`config.mk`:
```
export PLATFORM = sky130hd
export DESIGN_NAME = imm_extend_unit_flat
export DESIGN_NICKNAME = d
export VERILOG_FILES = /design/src/rtl/imm_extend_unit_if.sv /design/src/rtl/imm_extend_unit.sv /design/src/flat_wrapper.sv
export SDC_FILE = /design/constraint.sdc
export NUM_CORES = 1
export LEC_CHECK = 0
export ABC_CLOCK_PERIOD_IN_PS = 1500
export BUFFER_PORTS_ARGS = -buffer_cell sky130_fd_sc_hd__buf_2
export CORE_MARGIN = 8
export CORE_UTILIZATION = 40
export DETAILED_ROUTE_END_ITERATION = 16
export PLACE_DENSITY = 0.72
export REMOVE_ABC_BUFFERS = 1
export SLEW_MARGIN = 40
export SYNTH_ARGS = -nofsm -noshare
export SYNTH_HDL_FRONTEND = slang
export SYNTH_SLANG_ARGS = --single-unit
```
`constraint.sdc`:
```
create_clock -name clk -period 1.5 [get_ports clk]
set_input_delay 0 -clock clk [delete_from_list [all_inputs] [get_ports clk]]
set_output_delay 0 -clock clk [all_outputs]
set_load 0.005 [all_outputs]
```
`src/rtl/imm_extend_unit_if.sv`:
```
// Item stream into and out of the immediate extension unit.
// Latency: none (wires only); groups producer and consumer handshakes.
// Backpressure: in_ready from the unit, out_ready from the consumer.
interface imm_extend_unit_if #(
  parameter int IN_W  = 8,
  parameter int OUT_W = 20,
  parameter int TAG_W = 4
);
  logic             in_valid;
  logic             in_ready;
  logic [IN_W-1:0]  in_imm;
  logic [1:0]       in_mode;
  logic [TAG_W-1:0] in_tag;
  logic             out_valid;
  logic             out_ready;
  logic [OUT_W-1:0] out_data;
  logic [TAG_W-1:0] out_tag;

  // Environment side: produces raw items, consumes extended results.
  modport master (
    output in_valid, in_imm, in_mode, in_tag, out_ready,
    input  in_ready, out_valid, out_data, out_tag
  );

  // Unit side.
  modport slave (
    input  in_valid, in_imm, in_mode, in_tag, out_ready,
    output in_ready, out_valid, out_data, out_tag
  );
endinterface

```
`src/rtl/imm_extend_unit.sv`:
```
// Immediate extension (sign/zero/sign+shift/upper) with a 2-entry result FIFO.
// Latency: 1 cycle from input acceptance to the head of the output.
// Backpressure: in_ready drops when both entries are full; it depends on the count register only.
module imm_extend_unit #(
  parameter int IN_W  = 8,
  parameter int OUT_W = 20,   // must exceed IN_W
  parameter int SHIFT = 1,    // 0 .. OUT_W-IN_W
  parameter int TAG_W = 4
) (
  input logic             clk,
  input logic             rst_n,
  imm_extend_unit_if.slave bus
);

  localparam int EXT_W = OUT_W - IN_W;

  typedef struct packed {
    logic [OUT_W-1:0] data;
    logic [TAG_W-1:0] tag;
  } entry_t;

  entry_t     mem_q [2];
  entry_t     mem_d [2];
  logic [1:0] count_q, count_d;
  logic       wr_ptr_q, wr_ptr_d;
  logic       rd_ptr_q, rd_ptr_d;

  logic [OUT_W-1:0] sext;
  logic [OUT_W-1:0] ext;
  logic             push;
  logic             pop;

  // Ready/valid come straight from the count so there is no out_ready -> in_ready path.
  assign bus.in_ready  = (count_q != 2'd2);
  assign bus.out_valid = (count_q != 2'd0);
  assign bus.out_data  = bus.out_valid ? mem_q[rd_ptr_q].data : '0;
  assign bus.out_tag   = bus.out_valid ? mem_q[rd_ptr_q].tag  : '0;

  assign push = bus.in_valid  && bus.in_ready;
  assign pop  = bus.out_valid && bus.out_ready;

  assign sext = {{EXT_W{bus.in_imm[IN_W-1]}}, bus.in_imm};

  // Extension is computed on the incoming item so the stored result is frozen at acceptance.
  always_comb begin
    ext = '0;
    case (bus.in_mode)
      2'd0:    ext = sext;
      2'd1:    ext = {{EXT_W{1'b0}}, bus.in_imm};
      2'd2:    ext = sext << SHIFT;
      default: ext = {bus.in_imm, {EXT_W{1'b0}}};
    endcase
  end

  // Next-state for storage, pointers and occupancy; simultaneous push and pop keep count.
  always_comb begin
    mem_d    = mem_q;
    wr_ptr_d = wr_ptr_q;
    rd_ptr_d = rd_ptr_q;
    count_d  = count_q;
    if (push) begin
      mem_d[wr_ptr_q].data = ext;
      mem_d[wr_ptr_q].tag  = bus.in_tag;
      wr_ptr_d             = ~wr_ptr_q;
    end
    if (pop) begin
      rd_ptr_d = ~rd_ptr_q;
    end
    if (push && !pop) begin
      count_d = count_q + 2'd1;
    end else if (!push && pop) begin
      count_d = count_q - 2'd1;
    end
  end

  // State registers; reset discards every buffered item.
  always_ff @(posedge clk or negedge rst_n) begin
    if (!rst_n) begin
      mem_q[0] <= '0;
      mem_q[1] <= '0;
      count_q  <= 2'd0;
      wr_ptr_q <= 1'b0;
      rd_ptr_q <= 1'b0;
    end else begin
      mem_q    <= mem_d;
      count_q  <= count_d;
      wr_ptr_q <= wr_ptr_d;
      rd_ptr_q <= rd_ptr_d;
    end
  end

endmodule

```
`src/flat_wrapper.sv`:
```
// flat-port wrapper written by rule: the top's interface ports become plain ports
module imm_extend_unit_flat 
#(
  parameter int IN_W  = 8,
  parameter int OUT_W = 20,                      
  parameter int SHIFT = 1,                      
  parameter int TAG_W = 4
)
  (clk, rst_n, bus_in_valid, bus_in_imm, bus_in_mode, bus_in_tag, bus_out_ready, bus_in_ready, bus_out_valid, bus_out_data, bus_out_tag);
  imm_extend_unit_if #(.IN_W(IN_W), .OUT_W(OUT_W), .TAG_W(TAG_W)) bus_i ();
  input logic clk;
  input logic rst_n;
  input wire logic [$bits(bus_i.in_valid)-1:0] bus_in_valid;
  input wire logic [$bits(bus_i.in_imm)-1:0] bus_in_imm;
  input wire logic [$bits(bus_i.in_mode)-1:0] bus_in_mode;
  input wire logic [$bits(bus_i.in_tag)-1:0] bus_in_tag;
  input wire logic [$bits(bus_i.out_ready)-1:0] bus_out_ready;
  output wire logic [$bits(bus_i.in_ready)-1:0] bus_in_ready;
  output wire logic [$bits(bus_i.out_valid)-1:0] bus_out_valid;
  output wire logic [$bits(bus_i.out_data)-1:0] bus_out_data;
  output wire logic [$bits(bus_i.out_tag)-1:0] bus_out_tag;
  assign bus_i.in_valid = bus_in_valid;
  assign bus_i.in_imm = bus_in_imm;
  assign bus_i.in_mode = bus_in_mode;
  assign bus_i.in_tag = bus_in_tag;
  assign bus_i.out_ready = bus_out_ready;
  assign bus_in_ready = bus_i.in_ready;
  assign bus_out_valid = bus_i.out_valid;
  assign bus_out_data = bus_i.out_data;
  assign bus_out_tag = bus_i.out_tag;
  imm_extend_unit #(.IN_W(IN_W), .OUT_W(OUT_W), .SHIFT(SHIFT), .TAG_W(TAG_W)) u_core (.clk(clk), .rst_n(rst_n), .bus(bus_i));
endmodule
```
==> flow_metrics.env <==
export IMPL_outcome="finished clean"
export IMPL_max_freq_ghz=0.711
export IMPL_irDropWorstVdd_uv=784
export IMPL_critPathCaptureType="flop"
export IMPL_yosys_area_share_simple_pct=6.55
export IMPL_critical_path_peak_fanout=5
export IMPL_cts_tree="done"
export IMPL_period_needed_ns=1.41
export IMPL_critical_path_slowest_cell="sky130_fd_sc_hd__dfrtp_1"
export IMPL_pin_count_of_the_biggest_net_entering_global_routing=26
export IMPL_layout_drive_gt1_share_pct=45.8
export IMPL_ys_seq_elements=46
export IMPL_synth_top_cells_by_area="sky130_fd_sc_hd__dfrtp_1 (49%), sky130_fd_sc_hd__mux2_4 (11%), sky130_fd_sc_hd__mux2i_1 (10%)"
export IMPL_finalCritPeriodShare_pct=93.8
export IMPL_synthesis_yosys_warnings=0
export IMPL_static_leakage_power_nw=1.48
export IMPL_floorplan_io_pins=44
export IMPL_iteration_count_of_the_initial_detailed_routing_pass=7
export IMPL_crit_path_start_kind="flop"
export IMPL_synthesis_instances=183
export IMPL_h_tree_level_count=2
export IMPL_synth_adder_area_share_pct=0.528
export IMPL_synth_compound_gate_area_share_pct=5.70
export IMPL_dp_cells=299
export IMPL_drtIter0Drc=38
export IMPL_clk_transition_reported_paths_ns=0.08
export IMPL_placed_area_um2=2710
export IMPL_multiplexer_share_of_the_synthesized_area_pct=31.0
export IMPL_grt_use_total_pct=12.1
export IMPL_setup_repair_after_global_routing_missed_its_margin="no"
export IMPL_clock_skew_final_ns=0.00672
export IMPL_holdCritPathClass="in -> reg"
export IMPL_number_of_max_cap_violations=0
export IMPL_final_max_slew_viol_count=0
export IMPL_nNetsFinal=256
export IMPL_total_die_area_um2=8640
export IMPL_path_delay_family="simple AND/OR/NAND/NOR gates"
export IMPL_global_route_overflow_total=0
export IMPL_routed_via_density=4.91
export IMPL_total_power_mw=6.00
export IMPL_cp_data_arrival_time_ns=1.64
export IMPL_synth_top_area_share_pct=48.6
export IMPL_critical_path_max_stage_delay_ns=0.40
export IMPL_cts_path_max_buffers=2
export IMPL_mappedNetlistArea_um2=2370
export IMPL_path_cells="nand2b_4 > and2_4 > ha_1 > xor2_1 > nor2_1 > xor2_1"
export IMPL_fp_dieH_um=93.0
export IMPL_synth_avg_cell_area_um2=12.9
export IMPL_sum_of_negative_setup_slack_ns=0
export IMPL_antenna_diode_count=0
export IMPL_chipWidth_um=93.0
export IMPL_drt_antenna_violating_nets=0
export IMPL_grt_first_pass_wirelength_mm=8.16
export IMPL_hpwl_mm=3.63
export IMPL_synthXorXnorAreaFrac_pct=1.85
export IMPL_tightest_slew_ns=0.577
export IMPL_synthToLayoutAreaGrowth_pct=21.1
export IMPL_core_area_um2=5820
export IMPL_multi_input_comb_area_um2=1090
export IMPL_ys_seq_area_share_pct=48.6
export IMPL_worst_slew_margin_rel_pct=61.5
export IMPL_fin_cells=313
export IMPL_cp_most_frequent_cell="sky130_fd_sc_hd__xor2_1"
export IMPL_ys_types=26
export IMPL_final_weighted_congestion_in_routability_driven_placement=0.780
export IMPL_final_seq_area_um2=1150
export IMPL_final_hold_viol_count=0
export IMPL_fp_rows=28
export IMPL_clock_buffer_count_from_cts=5
export IMPL_port_buffer_count=43
export IMPL_synth_top_family_by_area="multiplexers"
export IMPL_power_per_cell_area_nw_per_um2=2090
export IMPL_required_ns=1.73
export IMPL_wl_per_cell_um=16.1
export IMPL_sum_of_routed_wire_length_over_all_layers_mm=5.03
export IMPL_grt_antenna_before_repair=0
export IMPL_met3_usage_pct=4.17
export IMPL_met1_global_route_usage_pct=14.4
export IMPL_fillcell_total=564
export IMPL_cell_taking_the_most_area_after_synthesis="sky130_fd_sc_hd__dfrtp_1"
export IMPL_global_route_peak_usage_layer="met2"
export IMPL_initial_utilization_pct=40.7
export IMPL_cts_post_setup_buffers_inserted=0
export IMPL_total_via_count_in_the_routed_design=1536
export IMPL_grt_pass1_vias=1659
export IMPL_clock_tree_root_cell="sky130_fd_sc_hd__clkbuf_8"
export IMPL_crit_buf_inv=0
export IMPL_clock_latency_of_the_later_clocked_register_in_the_worst_skew_pair_ns=0.31
export IMPL_cts_sink_count=46
export IMPL_met2_usage_grt_pct=19.1
export IMPL_path_class="reg -> reg"
export IMPL_finalSetupViolCount=0
export IMPL_drt_drc_violations_left=0
export IMPL_fin_util_pct=49.3
export IMPL_layout_cell_area_non_filler_um2=2870
==> synth_stat cells <==
cell type and number:
sky130_fd_sc_hd__nor2b_1 3, sky130_fd_sc_hd__buf_2 2, sky130_fd_sc_hd__nand3_2 1, sky130_fd_sc_hd__mux2_4 18, sky130_fd_sc_hd__a22o_1 6, sky130_fd_sc_hd__mux2_2 20
sky130_fd_sc_hd__xor2_1 3, sky130_fd_sc_hd__ha_1 1, sky130_fd_sc_hd__buf_6 2, sky130_fd_sc_hd__a31oi_1 2, sky130_fd_sc_hd__buf_1 1, sky130_fd_sc_hd__o21ai_0 2
sky130_fd_sc_hd__buf_4 3, sky130_fd_sc_hd__and2_2 1, sky130_fd_sc_hd__dfrtp_1 46, sky130_fd_sc_hd__and2_1 1, sky130_fd_sc_hd__a21o_1 7, sky130_fd_sc_hd__and3b_4 1
sky130_fd_sc_hd__nor2_1 23, sky130_fd_sc_hd__clkbuf_1 4, sky130_fd_sc_hd__nand2b_4 1, sky130_fd_sc_hd__buf_12 2, sky130_fd_sc_hd__inv_1 6, sky130_fd_sc_hd__a22oi_1 1
sky130_fd_sc_hd__xnor2_1 2, sky130_fd_sc_hd__mux2i_1 24
==> sequential cells by signal, summed over array words and instances, names as in the netlist <==
name / cells
u_core.count_q: 2
u_core.wr_ptr_q: 1
u_core.rd_ptr_q: 1
u_core.mem_q: 42
==> logic make-up after synthesis <==
logic type                 count (synthesis)
AOI/OAI and AO/OA                         18
DFF                                       46
buffers and inverters                     20
xor gates and xnor gates                   5
adders and majority gates                  1
and+or+nand+nor                           31
muxes                                     62
==> metrics by stage <==
step / hold WS (ns) / setup WS (ns)
2_1_floorplan: -0.296 / 0.00543
3_3_place_gp: 0.0331 / 0.111
3_5_place_dp: 0.0326 / 0.0652
4_1_cts: 0.0386 / 0.0426
5_1_grt: 0.0591 / 0.0296
6_report: 0.0511 / 0.0929
==> where the power goes <==
part | internal (mW) | total [mW] | switching [mW]
registers | 1.84 | 2.17 | 0.333
logic | 1.75 | 3.06 | 1.31
clock network | 0.328 | 0.772 | 0.444
==> cell type report <==
cell class / count / area share [%]
tap: 75 / 3.27
clock inverter: 3 / 0.741
timing repair buffer: 61 / 14.5
sequential: 46 / 40.2
clock buffer: 5 / 2.40
inverter: 6 / 0.785
multi-input combinational: 117 / 38.1
==> worst paths after layout <==
check	from	endpoint	slack, ns	cells past startpoint
setup / recovery	u_core.count_q[0]$_DFFE_PN0P_	u_core.count_q[1]$_DFFE_PN0P_	0.09	6
hold / removal	bus_in_imm[7]	u_core.mem_q[47]$_DFFE_PN0P_	0.05	3
setup reg to reg	u_core.count_q[0]$_DFFE_PN0P_	u_core.count_q[1]$_DFFE_PN0P_	0.09	6
hold reg to reg	u_core.mem_q[4]$_DFFE_PN0P_	u_core.mem_q[4]$_DFFE_PN0P_	0.51	1
max in group asynchronous	rst_n	u_core.count_q[1]$_DFFE_PN0P_	0.75	3
min in group asynchronous	rst_n	u_core.mem_q[34]$_DFFE_PN0P_	0.22	2
==> layer usage <==
layer  wire length, um  share of wire, %  up-vias
met1              2210                44      758
met2              2410                48       36
met5                 0                 0        -
met4                87               1.7        0
met3               324               6.4        8
li1                  -                 -      734
==> worst reg2reg max path, stage by stage, from the launching register on <==
cell and delay [ns]:
sky130_fd_sc_hd__dfrtp_1 0.40, sky130_fd_sc_hd__nand2b_4 0.17, sky130_fd_sc_hd__and2_4 0.18, sky130_fd_sc_hd__ha_1 0.19, sky130_fd_sc_hd__xor2_1 0.14, sky130_fd_sc_hd__nor2_1 0.12, sky130_fd_sc_hd__xor2_1 0.14
==> cells in the final DEF (no fill, tap or decap), drive strengths merged, types with 2 or more instances in the layout <==
master	count
a22o	6
clkbuf	5
a21o	7
and2	2
o21ai	2
inv	6
xnor2	2
mux2i	24
a31oi	2
xor2	3
nor2b	3
dfrtp	46
nor2	23
dlygate4sd3	5
buf	56
mux2	38
clkinv	2
==> repair_timing <==
item / CTS / global route
endpoints found under the setup margin: 0 / 19
endpoints found under the hold margin: 32 / 0
hold buffers: 5 / 0
resized for setup: 0 / 9
No activity file was read; power rests on OpenSTA's default activity.
